<file path="src/rtl/mux81_tdm.sv">
// Time-division 8:1 multiplexer/serializer: captures a parallel byte and
// emits it LSB first, one bit per cycle, with the slot index on sel.
module mux81_tdm (
  input  logic       clk,
  input  logic       rst,
  input  logic [7:0] in,
  input  logic       start,
  input  logic       cont,
  input  logic       en,
  output logic       out,
  output logic [2:0] sel,
  output logic       valid,
  output logic       frame,
  output logic       busy,
  output logic       done
);

  typedef enum logic {IDLE, SCAN} state_t;

  state_t     state_q, state_d;
  logic [7:0] shadow_q, shadow_d;
  logic [2:0] slot_q, slot_d;
  logic       valid_q, valid_d;
  logic       done_q, done_d;

  always_ff @(posedge clk) begin
    if (rst) begin
      state_q  <= IDLE;
      shadow_q <= '0;
      slot_q   <= '0;
      valid_q  <= 1'b0;
      done_q   <= 1'b0;
    end else begin
      state_q  <= state_d;
      shadow_q <= shadow_d;
      slot_q   <= slot_d;
      valid_q  <= valid_d;
      done_q   <= done_d;
    end
  end

  // valid is registered so a stalled cycle shows valid=0 without any
  // combinational path from en to the outputs.
  always_comb begin
    state_d  = state_q;
    shadow_d = shadow_q;
    slot_d   = slot_q;
    valid_d  = 1'b0;
    done_d   = done_q;
    if (en) begin
      done_d = 1'b0;
      case (state_q)
        IDLE: begin
          if (start) begin
            shadow_d = in;
            slot_d   = '0;
            state_d  = SCAN;
            valid_d  = 1'b1;
          end
        end
        SCAN: begin
          if (slot_q != 3'd7) begin
            slot_d  = slot_q + 3'd1;
            valid_d = 1'b1;
          end else if (cont) begin
            shadow_d = in;
            slot_d   = '0;
            valid_d  = 1'b1;
          end else begin
            slot_d  = '0;
            state_d = IDLE;
            done_d  = 1'b1;
          end
        end
        default: state_d = IDLE;
      endcase
    end
  end

  always_comb begin
    sel   = slot_q;
    out   = (state_q == SCAN) ? shadow_q[slot_q] : 1'b0;
    valid = valid_q;
    frame = valid_q && (slot_q == 3'd0);
    busy  = (state_q == SCAN);
    done  = done_q;
  end

endmodule

</file>
<file path="config.mk">
export PLATFORM = sky130hd
export DESIGN_NAME = mux81_tdm
export DESIGN_NICKNAME = d
export VERILOG_FILES = /design/src/rtl/mux81_tdm.sv
export SDC_FILE = /design/constraint.sdc
export NUM_CORES = 1
export LEC_CHECK = 0
export BUFFER_PORTS_ARGS = -buffer_cell sky130_fd_sc_hd__buf_4
export CAP_MARGIN = 20
export CELL_PAD_IN_SITES_DETAIL_PLACEMENT = 1
export CELL_PAD_IN_SITES_GLOBAL_PLACEMENT = 2
export CORE_ASPECT_RATIO = 0.8
export CORE_MARGIN = 2
export CORE_UTILIZATION = 32
export CTS_CLUSTER_SIZE = 8
export DETAILED_ROUTE_END_ITERATION = 6
export GPL_ROUTABILITY_DRIVEN = 0
export PLACE_DENSITY_LB_ADDON = 0.1
export SYNTH_ARGS = -nofsm -noshare
export SYNTH_HDL_FRONTEND = slang
export SYNTH_SLANG_ARGS = --single-unit
</file>
<file path="constraint.sdc">
create_clock -name clk -period 4.1 [get_ports clk]
set_input_delay 0.41 -clock clk [delete_from_list [all_inputs] [get_ports clk]]
set_output_delay 0.41 -clock clk [all_outputs]
set_load 0.05 [all_outputs]
</file>
# ---- Yosys cells after proc, flatten, opt, wreduce, memory -nomap -nowiden
# Cells that the tools add are included.
dict set report totals {
  regBits 14
  latchBits 0
  ram_bits 0
  romBits 0
  output_inout_bits 8
  elab_cells 35
  mem_count 0
}
dict set report op_classes {
  add_sub_neg 1
  n_mul 0
  div 0
  magnitude_cmp 1
  eq_ne 4
  shifts 0
  n_mux 17
  n_bitwise 2
  n_reduce_logical 5
}
# op count
set ops {}
lappend ops {{8-bit two-way mux} 3}
lappend ops {{8-bit one-hot mux with 2 select lines} 1}
lappend ops {{1-bit two-way mux} 8}
lappend ops {{3-bit two-way mux} 2}
lappend ops {{2-bit != test (second input constant)} 3}
lappend ops {{3-bit one-hot mux with 2 select lines} 1}
lappend ops {{3-bit by 4-bit < comparator with 1-bit output (second input constant)} 1}
lappend ops {{4-bit AND reduction} 1}
lappend ops {{3-bit by 1-bit adder with 3-bit output (second input constant)} 1}
lappend ops {{1-bit binary-select mux with 3-bit select} 1}
lappend ops {{3-bit zero test} 1}
lappend ops {{3-bit != test (second input constant)} 1}
lappend ops {{1-bit NOT} 2}
lappend ops {{1-bit one-hot mux with 2 select lines} 1}
lappend ops {{2-bit AND reduction} 1}
lappend ops {{2-bit OR reduction} 1}
lappend ops {{1-bit logical AND} 1}

# ---- Logic depth before layout (Yosys ltp)
# Gate-level depths: netlist of run 1.
dict set report logic_depth {
  word_depth 3
  depth_mapped 6
  mapped_depth_nobuf 5
}

# ---- Least setup slack after synthesis of run 1
# Ideal clock, no wire load.
dict set report synth_timing {
  kind {register to output}
  startpoint {reg slot_q[0] (netlist: sel[0])}
  endpoint {out out}
  arrival_ps 1869
  path_slack_ps 1821
  path_stages_with_launch 4
  path_buffers 0
  path_cell_list {dfxtp_1 -> mux4_1 -> nand2_1 -> a21boi_1}
}
dict set report synth_via {
  elab_chain_len 3
}
# item line_no
set synth_rtl {}
lappend synth_rtl {{start: declaration} 22} ;# logic [2:0] slot_q, slot_d;
lappend synth_rtl {{start signal: assignment} 36} ;# slot_q <= slot_d;
lappend synth_rtl {{1-bit binary-select mux with 3-bit select} 82} ;# out = (state_q == SCAN) ? shadow_q[slot_q] : 1'b0;
lappend synth_rtl {{1-bit two-way mux (implied by the code)} 82}
lappend synth_rtl {{1-bit two-way mux} 82}
lappend synth_rtl {{end: declaration} 10} ;# output logic out,
# No other way between the ends. The select of a mux whose other input is x is not followed.

# ---- Final worst setup path of run 1
dict set report layout_timing {
  startpoint {reg slot_q[2] (netlist: sel[2])}
  endpoint {out out}
}
# Same word-level chain as after synthesis.

==> flow_metrics.env, run 1 <==
export IMPL_swShare_pct=25.1
export IMPL_hold_class="input pin to flip-flop"
export IMPL_syn_num_nets=86
export IMPL_postPlaceCellArea_um2=882
export IMPL_slowest_delay_ns=0.60
export IMPL_grt_first_pass_wirelength_um=2330
export IMPL_synth_edff_count=0
export IMPL_track_usage_pct=12.5
export IMPL_critPathBufInv=1
export IMPL_arrival_ns=1.68
export IMPL_dieHeight_um=46.4
export IMPL_yosysSeqAreaShare_pct=39.0
export IMPL_routed_wl_um=1430
export IMPL_layout_nets=108
export IMPL_dieArea_um2=2650
export IMPL_cts_made_buffers=3
export IMPL_drv_cap=0
export IMPL_synth_cell_type_count=19
export IMPL_core_area_um2=2140
export IMPL_insertion_delay_ns=0.28
export IMPL_slew_violations=0
export IMPL_cts_sinks=14
export IMPL_grt_pass1_vias=497
export IMPL_ys_flop_type="dfxtp_1"
export IMPL_finalHoldViolations=0
export IMPL_yosysWarningCount=0
export IMPL_reg2reg_slack_ns=2.34
export IMPL_rsz0062_at_grt="false"
export IMPL_cp_top_family="multiplexers"
export IMPL_min_delay_path_depth=3
export IMPL_drt_vias_per_instance=4.84
export IMPL_power_switching_w=0.0000731
export IMPL_cts_tree="done"
export IMPL_crit_type="flip-flop to output pin"
export IMPL_clk_pin_slew_worst_paths_ns=0.09
export IMPL_synth_seq_cells=14
export IMPL_clk_path_buf_depth=2
export IMPL_slew_headroom_pct=59.5
export IMPL_path_max_fanout=6
export IMPL_r2r_start="sel[0]$_SDFFE_PP0P_"
export IMPL_critPathLaunchType="flip-flop"
export IMPL_cts_resized=0
export IMPL_crit_chain="mux4_1, nand2_1, a21boi_1, buf_4"
export IMPL_multiInputGateArea_um2=413
export IMPL_setup_viol=0
export IMPL_status="finished clean"
export IMPL_tightest_slew_ns=0.604
export IMPL_syn_avg_cell_area_um2=10.3
export IMPL_fin_util_pct=42.9
export IMPL_synth_commonest_cells="nand2b_1 (17), dfxtp_1 (14), mux2i_1 (9)"
export IMPL_wl_per_cell_um=12.3
export IMPL_drtPass1Iterations=3
export IMPL_fmax_mhz=479
export IMPL_antenna_found_initial=0
export IMPL_whs_endpoint="shadow_q[0]$_SDFFE_PP0P_"
export IMPL_seqCellArea_um2=280
export IMPL_fp_row_count=15
export IMPL_fin_area_um2=918
export IMPL_synth_top_area_cell="dfxtp_1"
export IMPL_nFillCells=253
export IMPL_p_int_w=0.000218
export IMPL_synth_top_cell_area_share_pct=39.0
export IMPL_power_density_nw_per_um2=317
export IMPL_critical_path_endpoint_type="output pin"
export IMPL_diodes=0
export IMPL_async_flop_share_pct=0
export IMPL_hp_start="in[0]"
export IMPL_cp_slowest_cell="mux4_1"
export IMPL_vias=562
export IMPL_cts_hold_buf=0
export IMPL_io_pins=21
export IMPL_gr_total_overflow=0
export IMPL_yosys_top_cells_area="dfxtp_1 (39%), nand2b_1 (15%), mux2i_1 (13%)"
export IMPL_leakagePower_nw=0.394
export IMPL_drtIter0Drc=6
export IMPL_tns_ns=0
export IMPL_r2r_cells=5
export IMPL_cts_root_buffer="clkbuf_4"
export IMPL_fin_crit_sh_pct=50.9
export IMPL_worstReg2RegEnd="shadow_q[4]$_SDFFE_PP0P_"
export IMPL_area_growth_pct=27.7
export IMPL_period_minus_slack_ns=2.09
export IMPL_synth_area_um2=719
export IMPL_htreeDepth=1
export IMPL_syn_inst=70
export IMPL_grt_max_degree=23
export IMPL_power_frac_comb_pct=15.3
export IMPL_fin_skew_ns=0.00443
export IMPL_die_x_um=57.0
export IMPL_p_seq_share_pct=50.4
export IMPL_synthMostInstantiatedCell="nand2b_1"
export IMPL_clockPowerShare_pct=34.3
export IMPL_initial_core_util_pct=33.6
export IMPL_drive_gt1_share_pct=29.7
export IMPL_ir_drop_v=0.000170
export IMPL_postRouteAntennaNets=0
export IMPL_io_buffers=20
export IMPL_required_ns=3.69
export IMPL_cts_setup_buffers=0
export IMPL_drc_errors=0
[flip-flops by register name, indices dropped and copies added, names as in the netlist]
name / flops
valid: 1
shadow_q: 8
sel: 3
done: 1
busy: 1
[per-stage QoR]
| stage | power [W] | hold WS, ns | cells | setup WS (ns) |
|---|---|---|---|---|
| 3_5_place_dp | 0.000195 | 0.459 | 112 | 2.30 |
| 5_1_grt | 0.000310 | 0.365 | 116 | 1.88 |
| 6_report | 0.000291 | 0.384 | 116 | 2.01 |
| 3_3_place_gp | 0.000195 | 0.466 | 112 | 2.33 |
| 4_1_cts | 0.000298 | 0.373 | 116 | 1.99 |
| 2_1_floorplan | 0.000178 | 0.444 | 70 | 1.82 |
[layer usage]
metal / wire [um] / vias up / GRT usage (%)
li1: - / 285 / -
met1: 679 / 258 / 15.9
met2: 620 / 17 / 17.7
met3: 119 / 2 / 6.46
met4: 10 / 0 / 5.58
met5: 0 / - / 0
[worst register-to-register path: stages, from the launching register on]
cell	delay (ns)
dfxtp_1	0.46
ha_1	0.20
ha_1	0.20
nand3_2	0.09
a21boi_2	0.50
mux2i_1	0.25
[cells in the final DEF, fill, tap and decap left out, types with 2 or more instances in the layout]
cell type / instances
clkbuf_4: 3
nand2_1: 3
nand2b_1: 17
nor2_1: 6
ha_1: 3
mux2i_1: 9
inv_1: 2
dfxtp_1: 14
a32oi_1: 3
buf_4: 20
mux4_1: 2
[final cells by class]
| cell class | instances | area share (%) |
|---|---|---|
| Timing Repair Buffer | 20 | 16.3 |
| Multi-Input combinational cell | 51 | 45.0 |
| Inverter | 2 | 0.817 |
| Clock buffer | 4 | 3.95 |
| Sequential cell | 14 | 30.5 |
| Tap cell | 25 | 3.41 |
[how the worst max path moves through the flow]
| stage | start | endpoint | slack (ns) | cells after the start |
|---|---|---|---|---|
| after global routing | sel[2]$_SDFFE_PP0P_ | out | 1.88 | 4 |
| after detailed placement | sel[2]$_SDFFE_PP0P_ | out | 2.30 | 4 |
| after CTS | sel[2]$_SDFFE_PP0P_ | out | 1.99 | 4 |
| final | sel[2]$_SDFFE_PP0P_ | out | 2.01 | 4 |
| after floorplan | sel[0]$_SDFFE_PP0P_ | out | 1.82 | 3 |
| after global placement | sel[2]$_SDFFE_PP0P_ | out | 2.33 | 4 |
[power groups by stage]
stage,registers (W),logic (W),clock network [W]
after floorplan,0.000154,0.0000232,0
after global placement,0.000150,0.0000449,0
after detailed placement,0.000150,0.0000452,0
after CTS,0.000147,0.0000453,0.000106
after global routing,0.000148,0.0000485,0.000114
final,0.000147,0.0000445,0.0000999
[cells by family after synthesis]
| group | synth area share, % |
|---|---|
| multiplexers | 19.8 |
| buffers and inverters | 3.65 |
| AO/OA/AOI/OAI | 6.96 |
| AND/OR/NAND/NOR | 25.4 |
| flip-flops | 39.0 |
| adder cells (fa/ha/maj) | 5.22 |
Power figures use the tool's default switching activity.
==> run 2: changes to the inputs <==
--- a/config.mk
+++ b/config.mk
@@ -11,7 +11,7 @@
 export CELL_PAD_IN_SITES_GLOBAL_PLACEMENT = 2
 export CORE_ASPECT_RATIO = 0.8
 export CORE_MARGIN = 2
-export CORE_UTILIZATION = 32
+export CORE_UTILIZATION = 27
 export CTS_CLUSTER_SIZE = 8
 export DETAILED_ROUTE_END_ITERATION = 6
 export GPL_ROUTABILITY_DRIVEN = 0
==> constraint.sdc (replaced) <==
create_clock -name clk -period 1.7 [get_ports clk]
set_input_delay 0.17 -clock clk [delete_from_list [all_inputs] [get_ports clk]]
set_output_delay 0.17 -clock clk [all_outputs]
set_load 0.05 [all_outputs]
==> run 2 against run 1 <==
Against the previous run: flip-flop and latch count did not move; register-to-register slack lost 2.2 ns; power increased by 140%; via count is 2.1% higher; highest routed layer unchanged; first-iteration DRC count fell by 17%; die area rose by 17%; cell area rose by 6.0%; critical path type unchanged; critical path depth did not move.
==> flow_metrics.env, run 2 (synthesis gave the netlist of run 1 again) <==
export IMPL_pre_cts_ws_ns=0.217
export IMPL_path_max_fanout=2
export IMPL_fmax_mhz=620
export IMPL_vias=574
export IMPL_slowest_delay_ns=0.51
export IMPL_drc_errors=0
export IMPL_fp_row_count=16
export IMPL_postRouteAntennaNets=0
export IMPL_grt_first_pass_wirelength_um=2580
export IMPL_drtPass1Iterations=2
export IMPL_grt_max_degree=23
export IMPL_grt_pass1_vias=575
export IMPL_clk_pin_slew_worst_paths_ns=0.09
export IMPL_die_x_um=61.7
export IMPL_crit_chain="mux4_2, nand2_2, a21boi_4, buf_6"
export IMPL_dieHeight_um=50.2
export IMPL_wl_per_cell_um=11.6
export IMPL_arrival_ns=1.44
export IMPL_period_minus_slack_ns=1.61
export IMPL_worst_slack_ns=0.0883
export IMPL_min_delay_path_depth=3
export IMPL_cts_sinks=14
export IMPL_diodes=0
export IMPL_final_common_cell="buf_4"
export IMPL_r2r_cells=7
export IMPL_cts_root_buffer="clkbuf_4"
export IMPL_whs_endpoint="shadow_q[7]$_SDFFE_PP0P_"
export IMPL_core_area_um2=2480
export IMPL_drv_cap=0
export IMPL_cp_slowest_cell="mux4_2"
export IMPL_track_usage_pct=11.5
export IMPL_worstReg2RegEnd="shadow_q[4]$_SDFFE_PP0P_"
export IMPL_slew_headroom_pct=75.7
export IMPL_total_power_w=0.000708
export IMPL_rsz0062_at_grt="false"
export IMPL_required_ns=1.53
export IMPL_drtIter0Drc=5
export IMPL_hold_class="input pin to flip-flop"
export IMPL_slew_violations=0
export IMPL_dieArea_um2=3100
export IMPL_r2r_start="sel[0]$_SDFFE_PP0P_"
export IMPL_hp_start="in[7]"
export IMPL_cts_tree="done"
export IMPL_drt_vias_per_instance=4.42
export IMPL_initial_core_util_pct=29.0
export IMPL_fin_crit_sh_pct=94.8
export IMPL_layout_nets=111
export IMPL_fin_skew_ns=0.00480
export IMPL_crit_type="flip-flop to output pin"
export IMPL_finalHoldViolations=0
export IMPL_leakagePower_nw=0.404
export IMPL_io_pins=21
export IMPL_tightest_slew_ns=0.362
export IMPL_critPathLaunchType="flip-flop"
export IMPL_critical_path_endpoint_type="output pin"
export IMPL_insertion_delay_ns=0.28
export IMPL_area_growth_pct=35.3
export IMPL_setup_viol=0
export IMPL_routed_wl_um=1500
export IMPL_cts_made_buffers=3
export IMPL_status="finished clean"
export IMPL_largest_reg_flops=8
export IMPL_cp_startpoint="sel[2]$_SDFFE_PP0P_"
export IMPL_clk_path_buf_depth=2
export IMPL_final_cell_mix="buf_4 (22), nand2b_1 (17), dfxtp_1 (11), mux2i_1 (9), nor2_1 (6)"
export IMPL_fin_util_pct=39.2
export IMPL_gr_total_overflow=0
export IMPL_antenna_found_initial=0
export IMPL_htreeDepth=1
export IMPL_dp_hpwl_um=1130
export IMPL_power_density_nw_per_um2=727
export IMPL_regMostFlops="shadow_q"
export IMPL_ir_drop_v=0.000337
export IMPL_io_buffers=20
export IMPL_reg2reg_slack_ns=0.14
export IMPL_drive_gt1_share_pct=40.4
## run 2: final cells by class
class	instances	area [um^2]
Fill cell	304	1510
Multi-Input combinational cell	51	422
Sequential cell	14	287
Timing Repair Buffer	23	176
Tap cell	36	45.0
Clock buffer	4	36.3
Inverter	2	7.51
## run 2: metrics by stage
stage / hold slack [ns] / instance area, um^2 / TNS [ns] / cells
3_3_place_gp: 0.438 / 925 / 0 / 125
4_1_cts: 0.136 / 976 / 0 / 130
2_1_floorplan: 0.244 / 733 / -0.0196 / 70
5_1_grt: 0.141 / 973 / 0 / 130
6_report: 0.148 / 973 / 0 / 130
3_5_place_dp: 0.451 / 925 / 0 / 125
## run 2: where the power goes
group / switching (W) / total (W) / leakage, nW / internal (W)
Clock: 0.000110 / 0.000240 / 0.0210 / 0.000130
Sequential: 0.0000115 / 0.000352 / 0.116 / 0.000341
Combinational: 0.0000571 / 0.000115 / 0.267 / 0.0000580
Total: 0.000178 / 0.000708 / 0.404 / 0.000529
## run 2: worst max-delay path: cells and delay by family, from the launching register on
| kind | cells | cell delay (ns) |
|---|---|---|
| compound gates | 1 | 0.06 |
| simple gates | 1 | 0.11 |
| flops | 1 | 0.34 |
| buf+inv | 1 | 0.15 |
| mux | 1 | 0.51 |
## run 2: worst max path at each step
stage	slack, ns	cells after the start	end
6_report	0.09	4	out
4_1_cts	0.02	4	out
5_1_grt	0.01	7	shadow_q[6]$_SDFFE_PP0P_
3_3_place_gp	0.25	4	out
3_5_place_dp	0.22	6	shadow_q[4]$_SDFFE_PP0P_
2_1_floorplan	-0.02	3	out
## run 2: what timing repair did
item                                   CTS  global route
setup endpoints to repair                1             1
hold buffers                             0             0
setup buffers                            1             0
endpoints found under the hold margin    0             0
resized for setup                        5             2
cloned                                   0             0
## run 2: per-layer routing
metal / vias to the layer above / routed length [um] / track usage (%)
li1: 287 / - / -
met1: 267 / 750 / 15.9
met2: 16 / 638 / 16.0
met3: 4 / 84 / 3.87
met4: 0 / 30 / 5.32
met5: - / 0 / 0
